[src/rtl/jtag_tap_pkg.sv]
// Shared TAP definitions: state enum, instruction codes, capture-IR pattern, IR decode.
// Latency: n/a (types and constants only). TAP_IDCODE_EN decides whether 0x1 selects IDCODE.
// Backpressure: n/a.
package jtag_tap_pkg;

    localparam int IR_WIDTH_DEF = 4;

    typedef enum logic [3:0] {
        TAP_TLR,
        TAP_RTI,
        TAP_SEL_DR,
        TAP_CAP_DR,
        TAP_SHIFT_DR,
        TAP_EXIT1_DR,
        TAP_PAUSE_DR,
        TAP_EXIT2_DR,
        TAP_UPD_DR,
        TAP_SEL_IR,
        TAP_CAP_IR,
        TAP_SHIFT_IR,
        TAP_EXIT1_IR,
        TAP_PAUSE_IR,
        TAP_EXIT2_IR,
        TAP_UPD_IR
    } tap_state_e;

    localparam logic [3:0] INSTR_IDCODE  = 4'h1;
    localparam logic [3:0] INSTR_MEMORY  = 4'h4;
    localparam logic [3:0] INSTR_FIFO    = 4'h5;
    localparam logic [3:0] INSTR_CONFREG = 4'h6;
    localparam logic [3:0] INSTR_CLK_BYP = 4'h7;
    localparam logic [3:0] INSTR_OBSERV  = 4'h8;
    localparam logic [3:0] INSTR_BYPASS  = 4'hF;

    localparam logic [1:0] CAPTURE_IR_PAT = 2'b01;

    typedef enum logic [2:0] {
        DR_BYPASS,
        DR_IDCODE,
        DR_MEMORY,
        DR_FIFO,
        DR_CONFREG,
        DR_CLK_BYP,
        DR_OBSERV
    } dr_sel_e;

`ifdef TAP_IDCODE_EN
    localparam logic [3:0] INSTR_RESET    = INSTR_IDCODE;
    localparam dr_sel_e    IDCODE_DR_SEL  = DR_IDCODE;
`else
    localparam logic [3:0] INSTR_RESET    = INSTR_BYPASS;
    localparam dr_sel_e    IDCODE_DR_SEL  = DR_BYPASS;
`endif

    // Code is zero-extended so any set bit above the 4-bit encodings falls to BYPASS.
    function automatic dr_sel_e decode_ir(input logic [31:0] code);
        dr_sel_e sel;
        case (code)
            32'(INSTR_IDCODE):  sel = IDCODE_DR_SEL;
            32'(INSTR_MEMORY):  sel = DR_MEMORY;
            32'(INSTR_FIFO):    sel = DR_FIFO;
            32'(INSTR_CONFREG): sel = DR_CONFREG;
            32'(INSTR_CLK_BYP): sel = DR_CLK_BYP;
            32'(INSTR_OBSERV):  sel = DR_OBSERV;
            default:            sel = DR_BYPASS;
        endcase
        return sel;
    endfunction

endpackage

[src/rtl/jtag_tap_fsm.sv]
// IEEE 1149.1 16-state TAP controller driven by tms_i.
// Latency: state advances on every tck_i rising edge.
// Backpressure: none; the host owns TCK/TMS.
module jtag_tap_fsm
    import jtag_tap_pkg::*;
(
    input  logic       tck_i,
    input  logic       rst_ni,
    input  logic       tms_i,
    output tap_state_e state
);

    tap_state_e state_nxt;

    always_ff @(posedge tck_i or negedge rst_ni) begin
        if (!rst_ni) state <= TAP_TLR;
        else         state <= state_nxt;
    end

    always_comb begin
        state_nxt = state;
        case (state)
            TAP_TLR:      state_nxt = tms_i ? TAP_TLR      : TAP_RTI;
            TAP_RTI:      state_nxt = tms_i ? TAP_SEL_DR   : TAP_RTI;
            TAP_SEL_DR:   state_nxt = tms_i ? TAP_SEL_IR   : TAP_CAP_DR;
            TAP_CAP_DR:   state_nxt = tms_i ? TAP_EXIT1_DR : TAP_SHIFT_DR;
            TAP_SHIFT_DR: state_nxt = tms_i ? TAP_EXIT1_DR : TAP_SHIFT_DR;
            TAP_EXIT1_DR: state_nxt = tms_i ? TAP_UPD_DR   : TAP_PAUSE_DR;
            TAP_PAUSE_DR: state_nxt = tms_i ? TAP_EXIT2_DR : TAP_PAUSE_DR;
            TAP_EXIT2_DR: state_nxt = tms_i ? TAP_UPD_DR   : TAP_SHIFT_DR;
            TAP_UPD_DR:   state_nxt = tms_i ? TAP_SEL_DR   : TAP_RTI;
            TAP_SEL_IR:   state_nxt = tms_i ? TAP_TLR      : TAP_CAP_IR;
            TAP_CAP_IR:   state_nxt = tms_i ? TAP_EXIT1_IR : TAP_SHIFT_IR;
            TAP_SHIFT_IR: state_nxt = tms_i ? TAP_EXIT1_IR : TAP_SHIFT_IR;
            TAP_EXIT1_IR: state_nxt = tms_i ? TAP_UPD_IR   : TAP_PAUSE_IR;
            TAP_PAUSE_IR: state_nxt = tms_i ? TAP_EXIT2_IR : TAP_PAUSE_IR;
            TAP_EXIT2_IR: state_nxt = tms_i ? TAP_UPD_IR   : TAP_SHIFT_IR;
            TAP_UPD_IR:   state_nxt = tms_i ? TAP_SEL_DR   : TAP_RTI;
            default:      state_nxt = TAP_TLR;
        endcase
    end

endmodule

[src/rtl/jtag_tap_ctrl.sv]
// JTAG TAP: IR, BYPASS/IDCODE DRs (IDCODE only with TAP_IDCODE_EN), user-DR decode, td_o mux.
// Latency: td_o registered, one tck_i behind the selected bit; IR takes effect on leaving Update-IR.
// Backpressure: none; serial protocol clocked by the host.
module jtag_tap_ctrl
    import jtag_tap_pkg::*;
#(
    parameter logic [31:0] IDCODE_VALUE = 32'h10000db3,
    parameter int          IR_WIDTH     = IR_WIDTH_DEF
) (
    input  logic tck_i,
    input  logic rst_ni,
    input  logic tms_i,
    input  logic td_i,
    output logic td_o,
    output logic tdo_en_o,
    output logic shift_dr_o,
    output logic update_dr_o,
    output logic capture_dr_o,
    output logic memory_sel_o,
    output logic fifo_sel_o,
    output logic confreg_sel_o,
    output logic clk_byp_sel_o,
    output logic observ_sel_o,
    output logic scan_in_o,
    input  logic memory_out_i,
    input  logic fifo_out_i,
    input  logic confreg_out_i,
    input  logic clk_byp_out_i,
    input  logic observ_out_i
);

    localparam logic [IR_WIDTH-1:0] IR_RESET = IR_WIDTH'(INSTR_RESET);

    if (IR_WIDTH < 4 || IR_WIDTH > 31 || IDCODE_VALUE[0] != 1'b1) begin : g_bad_param
        $error("jtag_tap_ctrl: IR_WIDTH must be 4..31 and IDCODE_VALUE[0] must be 1");
    end

    tap_state_e          state;
    logic [IR_WIDTH-1:0] ir;
    logic [IR_WIDTH-1:0] ir_shift;
    logic                bypass_reg;
    logic                td_nxt;
    logic                ir_to_reset;
    logic                user_dr;
    dr_sel_e             dr_sel;

    jtag_tap_fsm u_fsm (
        .tck_i  (tck_i),
        .rst_ni (rst_ni),
        .tms_i  (tms_i),
        .state  (state)
    );

    // Only TLR (hold) and Select-IR lead into TLR, so the IR reloads on the same edge.
    assign ir_to_reset = tms_i && (state == TAP_TLR || state == TAP_SEL_IR);

    always_ff @(posedge tck_i or negedge rst_ni) begin
        if (!rst_ni) begin
            ir_shift <= '0;
            ir       <= IR_RESET;
        end else begin
            if (state == TAP_CAP_IR)
                ir_shift <= IR_WIDTH'(CAPTURE_IR_PAT);
            else if (state == TAP_SHIFT_IR)
                ir_shift <= {td_i, ir_shift[IR_WIDTH-1:1]};

            if (ir_to_reset)
                ir <= IR_RESET;
            else if (state == TAP_UPD_IR)
                ir <= ir_shift;
        end
    end

    always_ff @(posedge tck_i or negedge rst_ni) begin
        if (!rst_ni)                    bypass_reg <= 1'b0;
        else if (state == TAP_CAP_DR)   bypass_reg <= 1'b0;
        else if (state == TAP_SHIFT_DR) bypass_reg <= td_i;
    end

`ifdef TAP_IDCODE_EN
    logic [31:0] idcode_reg;

    always_ff @(posedge tck_i or negedge rst_ni) begin
        if (!rst_ni)                    idcode_reg <= IDCODE_VALUE;
        else if (state == TAP_CAP_DR)   idcode_reg <= IDCODE_VALUE;
        else if (state == TAP_SHIFT_DR) idcode_reg <= {td_i, idcode_reg[31:1]};
    end
`endif

    assign dr_sel        = decode_ir(32'(ir));
    assign memory_sel_o  = (dr_sel == DR_MEMORY);
    assign fifo_sel_o    = (dr_sel == DR_FIFO);
    assign confreg_sel_o = (dr_sel == DR_CONFREG);
    assign clk_byp_sel_o = (dr_sel == DR_CLK_BYP);
    assign observ_sel_o  = (dr_sel == DR_OBSERV);
    assign user_dr       = memory_sel_o | fifo_sel_o | confreg_sel_o | clk_byp_sel_o | observ_sel_o;

    assign capture_dr_o  = user_dr && (state == TAP_CAP_DR);
    assign shift_dr_o    = user_dr && (state == TAP_SHIFT_DR);
    assign update_dr_o   = user_dr && (state == TAP_UPD_DR);
    assign tdo_en_o      = (state == TAP_SHIFT_IR) || (state == TAP_SHIFT_DR);
    assign scan_in_o     = td_i;

    always_comb begin
        td_nxt = 1'b0;
        if (state == TAP_SHIFT_IR) begin
            td_nxt = ir_shift[0];
        end else if (state == TAP_SHIFT_DR) begin
            case (dr_sel)
`ifdef TAP_IDCODE_EN
                DR_IDCODE:  td_nxt = idcode_reg[0];
`endif
                DR_MEMORY:  td_nxt = memory_out_i;
                DR_FIFO:    td_nxt = fifo_out_i;
                DR_CONFREG: td_nxt = confreg_out_i;
                DR_CLK_BYP: td_nxt = clk_byp_out_i;
                DR_OBSERV:  td_nxt = observ_out_i;
                default:    td_nxt = bypass_reg;
            endcase
        end
    end

    always_ff @(posedge tck_i or negedge rst_ni) begin
        if (!rst_ni) td_o <= 1'b0;
        else         td_o <= td_nxt;
    end

endmodule

[config.mk]
export PLATFORM = sky130hd
export DESIGN_NAME = jtag_tap_ctrl
export DESIGN_NICKNAME = d
export VERILOG_FILES = /design/src/rtl/jtag_tap_pkg.sv /design/src/rtl/jtag_tap_fsm.sv /design/src/rtl/jtag_tap_ctrl.sv
export SDC_FILE = /design/constraint.sdc
export NUM_CORES = 1
export LEC_CHECK = 0
export CAP_MARGIN = 10
export CORE_UTILIZATION = 49
export CTS_CLUSTER_SIZE = 16
export DETAILED_ROUTE_END_ITERATION = 10
export GPL_ROUTABILITY_DRIVEN = 1
export PLACE_DENSITY_LB_ADDON = 0.08
export SETUP_SLACK_MARGIN = 0.5
export SLEW_MARGIN = 15
export SYNTH_ARGS = -nofsm -noshare
export SYNTH_HDL_FRONTEND = slang
export SYNTH_SLANG_ARGS = --single-unit
[constraint.sdc]
create_clock -name tck_i -period 1.9 [get_ports tck_i]
set_input_delay 0.38 -clock tck_i [delete_from_list [all_inputs] [get_ports tck_i]]
set_output_delay 0.38 -clock tck_i [all_outputs]
set_load 0.02 [all_outputs]
=== Word level (Yosys, flattened, before mapping) ===
Cells that the tools add are included.

* Register bits after elaboration: 14
* Input bits: 9
* Output and inout port bits: 11
* Word-level logic and storage cells: 70

* Equality and inequality tests: 25
* Mux-type cells: 23
* Bitwise logic cells: 4
* Reductions and logical operators: 13

{| class="wikitable"
|+ Operators by type and width
! operator !! count
|-
| 4-bit case mux with 12 select lines || 1
|-
| 4-bit == test, second input constant || 9
|-
| 4-bit by 3-bit == test with 1-bit output, second input constant || 8
|-
| 4-bit 2-to-1 mux || 8
|-
| 3-bit case mux with 5 select lines || 1
|-
| 3-bit == test, second input constant || 3
|-
| 4-bit by 2-bit == test with 1-bit output, second input constant || 2
|-
| 1-bit 2-to-1 mux || 7
|-
| 3-bit by 2-bit == test with 1-bit output, second input constant || 2
|-
| 2-bit 2-to-1 mux || 3
|-
| 3-bit 2-to-1 mux || 2
|-
| 2-bit nonzero test || 3
|-
| 1-bit case mux with 5 select lines || 1
|-
| 4-bit by 1-bit == test with 1-bit output, second input constant || 1
|-
| 1-bit logical AND || 4
|-
| 4-bit zero test || 1
|-
| 1-bit bitwise OR || 4
|-
| 2-bit OR reduction || 2
|-
| 3-bit OR reduction || 1
|-
| 1-bit logical OR || 2
|}

=== Depth between registers and ports, before layout ===
Gate-level depths: netlist (run 1).

* Word-level depth: 8
* Mapped depth: 6

=== Modules after synthesis ===
From an unflattened synthesis (run 1), not the netlist that was laid out.

* Cells, all modules: 109
* Area, all modules: 935.9 um2

{| class="wikitable"
|+ By module, submodules not included
! module !! instances !! cells each !! area an instance (um2) !! sequential area each (um2)
|-
| jtag_tap_ctrl || 1 || 72 || 621.8 || 255.2
|-
| jtag_tap_fsm || 1 || 37 || 314.1 || 100.1
|}

=== Worst setup path before layout (run 1) ===
No wires, ideal clock.

* Path kind: reg-to-output
* From: register ir[1]
* To: output capture_dr_o
* Data arrival time: 1.747 ns
* Path slack: -0.227 ns
* Stages on the path, launching flop included: 5
* Path buffers: 1
* Cell sequence: dfstp_2 > buf_6 > nor4b_4 > nor2_1 > nor4_1

{| class="wikitable"
|+ RTL lines
! what !! RTL line !! source
|-
| from (decl) || jtag_tap_ctrl.sv:39 || <nowiki>logic [IR_WIDTH-1:0] ir;</nowiki>
|-
| from (signal assigned) || jtag_tap_ctrl.sv:70 || <nowiki>ir <= ir_shift;</nowiki>
|-
| 4-bit == test or 4-bit by 3-bit == test with 1-bit output (tied branches) || jtag_tap_pkg.sv:58 || <nowiki>case (code)</nowiki>
|-
| 3-bit case mux with 5 select lines (*) || jtag_tap_pkg.sv:58 ||
|-
| 3-bit == test (*) || jtag_tap_ctrl.sv:95 || <nowiki>assign observ_sel_o = (dr_sel == DR_OBSERV);</nowiki>
|-
| named net observ_sel_o || jtag_tap_ctrl.sv:23 || <nowiki>output logic observ_sel_o,</nowiki>
|-
| 1-bit bitwise OR (*) || jtag_tap_ctrl.sv:96 || <nowiki>assign user_dr = memory_sel_o | fifo_sel_o | confreg_sel_o | clk_byp_sel_o | observ_sel_o;</nowiki>
|-
| 1-bit logical AND (*) || jtag_tap_ctrl.sv:98 || <nowiki>assign capture_dr_o = user_dr && (state == TAP_CAP_DR);</nowiki>
|-
| to (decl) || jtag_tap_ctrl.sv:18 || <nowiki>output logic capture_dr_o,</nowiki>
|}

The timed path passes the listed nets; every way through them passes the cells marked *.

=== Worst setup path in the final report (run 1) ===
* From: register ir[2]
* To: output capture_dr_o

* Cells in the longest elaborated chain, start to end: 8

{| class="wikitable"
|+ Ends and longest elaborated chain
! what !! RTL line
|-
| 4-bit == test or 4-bit by 3-bit == test with 1-bit output (tied branches) || jtag_tap_pkg.sv:58
|-
| 3-bit case mux with 5 select lines (*) || jtag_tap_pkg.sv:58
|-
| 3-bit by 2-bit == test with 1-bit output, on equally long branches || jtag_tap_ctrl.sv:91, jtag_tap_ctrl.sv:92
|-
| 1-bit bitwise OR (3 in a row) || jtag_tap_ctrl.sv:96
|-
| 1-bit bitwise OR (*) || jtag_tap_ctrl.sv:96
|-
| 1-bit logical AND (*) || jtag_tap_ctrl.sv:98
|}

Mark *: on every way between the ends. The rest lies on a longest branch, timed or not.

==> reports/results.tsv, run 1 <==
metric	value	unit
syn nets	118	
CP arrival	1.60	ns
DRT Pass-1 Iters	4	
Cells after Synth	109	
Inserted Clock Buffers	3	
Final ANT Viol Nets	0	
Post-synth top flop	dfrtp_1	
chip width	45.2	um
I/O Buffers	19	
wire per inst	16.6	um
final setup TNS	-0.139	ns
fraction of layout cells with a size suffix above 1	0.444	
Least-Margin Pin Slew	0.628	ns
Critical Path End	capture_dr_o	
clock skew	0.00384	ns
# hold bufs at CTS	0	
WS Path Type	reg2out	
total global routing overflow	0	
Die Ht	45.2	um
Min-Delay Path Class	in2async	
Sink Count	14	
Root Buffer	clkbuf_4	
reg2reg end	td_o	
Final setup viols	2	
Synth Area per Inst	8.38	um2
Finished Layout Cells	176	
vias per cell	5.75	
# rows	15	
total track usage	0.265	
R2R setup slack	0.24	ns
RSZ-0062 raised after global routing	true	
status	finished, violations left	
Post-synth ARST share	1.00	
EDFF count, synth	0	
initial antenna violation count	0	
Util after Layout	0.855	
post-layout net count	161	
I/O pins	20	
max cap viols	0	
Seq cells post-synth	14	
slew margin rel.	0.580	
worst skew pair latency	0.27	ns
initial DRC count	23	
first-pass GRT wire length	3820	um
Setup crit start kind	register	
Worst Setup End Kind	output pin	
maximum clock insertion buffer count	2	
Critical Path Fanout Max	5	
Routed WL	2920	um
vias	1012	
Cells after DPL	163	
Final Hold Viols	0	
P_leak	0.686	nW
hpwl dp	1580	um
Cell Area, Synth	913	um2
area delta synth->final	63.4	%
RD Place Congestion	0.769	
Peak Freq	505	MHz
Worst EP required	1.52	ns
Total Power	2.04	mW
Synth Warn #	0	
Max Slew Vio Count	0	
Max rail drop VDD	0.861	mV
Critical path origin	ir[2]	
vias in the first global route	867	
Clk pin slew, worst setup/hold paths	0.09	ns
Starting Density	0.523	
violated checks	setup timing	
Antenna Cells	0	
core area	1750	um2
post-route cell area	1490	um2
reg2reg start	ir[3]	
min Tclk post-route	1.98	ns
number of remaining DRC errors	0	
final setup margin	-0.0794	ns
PD cells	1370	nW/um2
Die Area	2040	um2
crit share post-route	1.04	
largest net degree at the start of global routing	17	
H-tree depth	1	
Top Registers	ir (4), ir_shift (4), u_fsm.state (4)	
reg2reg path depth	7	
Post-DP Area	1290	um2
CTS tree	yes	
register area share after synthesis	0.389	
library cells used by synthesis	36	
repair_timing:
item	4_1_cts	5_1_grt
pin swaps	7	5
setup buffers	8	1
setup endpoints to repair	17	17
gates resized for setup	71	15
cell usage after synthesis (all sizes together), types with 3 or more instances:
library cell | count | area share
a21oi | 8 | 0.044
buf | 8 | 0.052
dfrtp | 10 | 0.27
dfstp | 4 | 0.12
inv | 3 | 0.012
mux2i | 5 | 0.055
nand2 | 16 | 0.066
nand2b | 3 | 0.021
nand3 | 3 | 0.016
nor2 | 12 | 0.049
nor2b | 4 | 0.027
o21ai | 9 | 0.053
power by group:
part           internal (mW)  switching (mW)  leakage (nW)
Combinational          0.619           0.661         0.494
Clock                  0.116          0.0992        0.0210
Sequential             0.428           0.117         0.171
Total                   1.16           0.877         0.686
cells in the final DEF (no fill, tap or decap), types with 3 or more instances in the layout:
cell	netlist	final
nand3_1	3	3
clkdlybuf4s50_1	0	6
a21oi_1	8	6
clkbuf_4	0	3
buf_4	1	20
nor2_1	12	10
buf_6	1	16
mux2i_1	5	5
nor2b_1	4	3
dfrtp_1	10	10
dlygate4sd2_1	0	3
nand2_1	16	16
o21ai_0	8	6
dfstp_2	4	4
worst max-delay path: stages, from the launching register on:
cell,delay (ns)
dfstp_2,0.58
nor2b_4,0.16
buf_6,0.13
nor2_4,0.06
nor4_4,0.22
buf_4,0.18
per-stage QoR:
step / worst slack, ns / hold WS [ns]
2_1_floorplan: 0.0639 / 0.0844
3_3_place_gp: -0.185 / 0.491
3_5_place_dp: -0.207 / 0.501
4_1_cts: -0.0359 / 0.513
5_1_grt: -0.120 / 0.514
6_report: -0.0794 / 0.489
cells by family (layout without fill, tap and decap cells):
logic type	count (synthesis)	count (layout)	share of synthesized area
multiplexers	5	5	0.0548
XOR/XNOR	1	1	0.00959
buffers and inverters	12	54	0.0685
AND/OR/NAND/NOR	51	51	0.300
flip-flops	14	14	0.389
AO/OA/AOI/OAI	26	26	0.178
worst min-delay path by stage:
| stage | startpoint | end | cells past startpoint |
|---|---|---|---|
| final | rst_ni | u_fsm.state[2] | 1 |
| after floorplan | rst_ni | bypass_reg | 0 |
| after detailed placement | ir_shift[2] | ir_shift[2] | 2 |
| after global routing | rst_ni | u_fsm.state[0] | 1 |
| after global placement | ir_shift[2] | ir_shift[2] | 2 |
| after CTS | rst_ni | td_o | 1 |
per-layer routing:
metal / vias up / wire length (um) / global-route usage
met2: 44 / 1520 / 0.426
met4: 0 / 75 / 0.0970
met3: 11 / 208 / 0.0560
met1: 482 / 1120 / 0.351
li1: 475 / - / -
met5: - / 0 / 0
final cells by class:
| class | count | area [um2] |
|---|---|---|
| Tap cell | 25 | 31.3 |
| Inverter | 3 | 13.8 |
| Timing Repair Buffer | 47 | 452 |
| Fill cell | 108 | 253 |
| Clock buffer | 4 | 36.3 |
| Multi-Input combinational cell | 83 | 604 |
| Sequential cell | 14 | 355 |
No activity file was read; power rests on OpenSTA's default activity.
==> inputs of run 2 (changes only) <==
--- a/config.mk
+++ b/config.mk
@@ -6,7 +6,7 @@
 export NUM_CORES = 1
 export LEC_CHECK = 0
 export CAP_MARGIN = 10
-export CORE_UTILIZATION = 49
+export CORE_UTILIZATION = 50
 export CTS_CLUSTER_SIZE = 16
 export DETAILED_ROUTE_END_ITERATION = 10
 export GPL_ROUTABILITY_DRIVEN = 1
@@ -15,4 +15,5 @@
 export SLEW_MARGIN = 15
 export SYNTH_ARGS = -nofsm -noshare
 export SYNTH_HDL_FRONTEND = slang
+export SYNTH_HIERARCHICAL = 1
 export SYNTH_SLANG_ARGS = --single-unit
==> constraint.sdc (replaced) <==
create_clock -name tck_i -period 2.45 [get_ports tck_i]
set_input_delay 0.49 -clock tck_i [delete_from_list [all_inputs] [get_ports tck_i]]
set_output_delay 0.49 -clock tck_i [all_outputs]
set_load 0.02 [all_outputs]
==> run 2 against run 1 <==
The flow now finishes without violations. Largest cell class unchanged. Critical path type unchanged. Clock skew hardly changed. Hold slack better by 0.031 ns. Area after synthesis is 2.5% higher. Register-to-register slack better by 0.54 ns. Routed wire length is 29% lower. Synthesized cell count stayed put. Die area is 0.40% higher. Highest routed layer unchanged. Cell area is 19% lower. Sequential share of layout area is 5.6 points higher. Flip-flop and latch count stayed put.
==> reports/results.tsv, run 2 <==
metric	value	unit	change
Least-Margin Pin Slew	0.610	ns	was 0.628 ns
Clk pin slew, worst setup/hold paths	0.08	ns	was 0.09 ns
reg2reg path depth	6		was 7
Seq pwr share	0.317		was 0.267
Cell Area, Synth	936	um2	was 913 um2
RD Place Congestion	0.784		was 0.769
WS Path Type	reg2out		unchanged
chip width	45.3	um	was 45.2 um
leading post-synthesis cells by cell area	dfrtp_1, dfstp_2, nand2_1		unchanged
Antenna Cells	0		unchanged
Routed WL	2080	um	was 2920 um
most common cell after layout, fill and taps aside	nand2_1		was buf_4
Die Ht	45.3	um	was 45.2 um
Sink Count	14		unchanged
most frequent cells after synthesis	nand2_1, nor2_1, dfrtp_1		unchanged
worst hold slack	0.520	ns	was 0.489 ns
Peak Freq	490	MHz	
Post-synth top flop	dfrtp_1		unchanged
P_sw	613	uW	was 877 uW
Critical Path End	update_dr_o		was capture_dr_o
Worst EP required	1.96	ns	was 1.52 ns
syn nets	118		unchanged
Starting Density	0.536		was 0.523
Min-Delay Path Class	reg2reg		was in2async
# rows	15		unchanged
final setup TNS	0	ns	was -0.139 ns
core area	1750	um2	unchanged
Final Hold Viols	0		unchanged
CP arrival	1.55	ns	was 1.60 ns
total track usage	0.226		was 0.265
fraction of layout cells with a size suffix above 1	0.284		was 0.444
Max rail drop VDD	0.642	mV	was 0.861 mV
Combinational Power Share	0.570		was 0.628
H-tree depth	1		unchanged
Setup crit start kind	register		unchanged
initial antenna violation count	0		unchanged
maximum clock insertion buffer count	2		unchanged
register area share after synthesis	0.380		was 0.389
Cells after Synth	109		unchanged
Total Power	1.43	mW	was 2.04 mW
Synth Area per Inst	8.59	um2	was 8.38 um2
CTS tree	yes		unchanged
area delta synth->final	29.7	%	was 63.4%
status	complete, no violations		was finished, violations left
post-synth top area share	0.267		was 0.274
Critical Path Fanout Max	4		was 5
Final setup viols	0		was 2
slew margin rel.	0.592		was 0.580
number of remaining DRC errors	0		unchanged
wire per inst	13.1	um	was 16.6 um
count leader, synth	nand2_1		unchanged
Seq cells post-synth	14		unchanged
DRT Pass-1 Iters	6		was 4
vias	859		was 1012
Die Area	2050	um2	was 2040 um2
RSZ-0062 raised after global routing	true		unchanged
P_leak	0.560	nW	was 0.686 nW
Critical path origin	ir[3]		was ir[2]
I/O Buffers	19		unchanged
hpwl dp	1480	um	was 1580 um
Inserted Clock Buffers	3		unchanged
Root Buffer	clkbuf_4		unchanged
Synth Warn #	6		was 0
I/O pins	20		unchanged
R2R setup slack	0.78	ns	was 0.24 ns
vias per cell	5.40		was 5.75
max cap viols	0		unchanged
Top Registers	ir (4), ir_shift (4), u_fsm/state (4)		was ir (4), ir_shift (4), u_fsm.state (4)
clock skew	0.00359	ns	was 0.00384 ns
Internal	819	uW	was 1.16 mW
vias in the first global route	736		was 867
EDFF count, synth	0		unchanged
Final ANT Viol Nets	0		unchanged
most frequent cells in the layout	nand2_1, buf_4, nor2_1		was buf_4, nand2_1, buf_6
total global routing overflow	0		unchanged
HP Start	ir_shift[1]		
initial DRC count	15		was 23
worst skew pair latency	0.28	ns	was 0.27 ns
Post-synth ARST share	1.00		unchanged
largest net degree at the start of global routing	22		was 17
crit share post-route	0.833		
share of power burned in the clock network	0.113		was 0.106
Filler Cells Inserted	155		was 108
Sw Share	0.428		was 0.430
PD cells	1180	nW/um2	was 1370 nW/um2
post-synth top area cell	dfrtp_1		unchanged
min Tclk post-route	2.04	ns	
post-layout net count	144		was 161
library cells used by synthesis	40		was 36
Max Slew Vio Count	0		unchanged
reg2reg end	td_o		unchanged
first-pass GRT wire length	3240	um	was 3820 um
reg2reg start	ir[3]		unchanged
Worst Setup End Kind	output pin		unchanged
[run 2: cell types whose count changed after synthesis, sizes merged, moves of 2 or more]
cell   change
and2b      +3
buf        -3
nor2b      -2
nor3b      +2
nor4       -2
o21ai      -2
o31ai      -2
[run 2: cell families after synthesis]
kind of cell | synth area share
compound gates | 0.167
xor+xnor | 0.00936
buf+inv | 0.0722
flops | 0.380
mux | 0.0428
simple gates | 0.329
[run 2: metrics by stage]
stage	cell area (um2)	setup WS (ns)	utilization	cells
floorplan	945	0.477	-	109
global placement	1150	0.252	0.662	152
detailed placement	1150	0.206	0.662	152
CTS	1190	0.258	0.680	158
global route	1210	0.285	0.695	159
finish	1210	0.409	0.695	159
[run 2: layout make-up]
type	instances	area (um2)	share of cell area
multi-input combinational	85	551	0.454
sequential	14	357	0.294
timing repair buffer	28	228	0.188
clock buffer	4	36.3	0.0299
tap	25	31.3	0.0258
inverter	3	11.3	0.00928
[run 2: power by group through the flow]
stage	sequential, mW	clock [mW]	combinational, mW
final	0.454	0.162	0.816
after global routing	0.471	0.178	0.899
after CTS	0.441	0.167	0.771
after detailed placement	0.444	0	0.773
after global placement	0.440	0	0.748
after floorplan	0.446	0	0.586
[run 2: per-layer routing]
metal	wire (um)	global-route usage	up-vias
li1	-	-	436
met5	0	0	-
met3	76	0.0680	4
met1	1000	0.290	401
met2	965	0.339	18
met4	32	0.121	0
[run 2: worst min-delay path by stage]
stage                     slack (ns)  depth (start not counted)     endpoint
after floorplan                 0.19                          0   bypass_reg
after global placement          0.50                          2  ir_shift[1]
after detailed placement        0.51                          2  ir_shift[1]
after CTS                       0.52                          2  ir_shift[1]
after global routing            0.58                          2        ir[2]
final                           0.52                          2  ir_shift[1]
[run 2: what timing repair did]
| action | CTS | global route |
|---|---|---|
| cloned | 0 | 0 |
| buffers inserted | 2 | 1 |
| pin swaps | 0 | 1 |
| endpoints found under the setup margin | 10 | 8 |
| hold buffers | 0 | 0 |
| gates resized for setup | 31 | 20 |
[run 2: worst max-delay path: stages, from the launching register on]
cell and delay (ns):
dfstp_2 0.55, nor4b_4 0.26, nor2_4 0.08, nor4b_4 0.21, buf_4 0.18
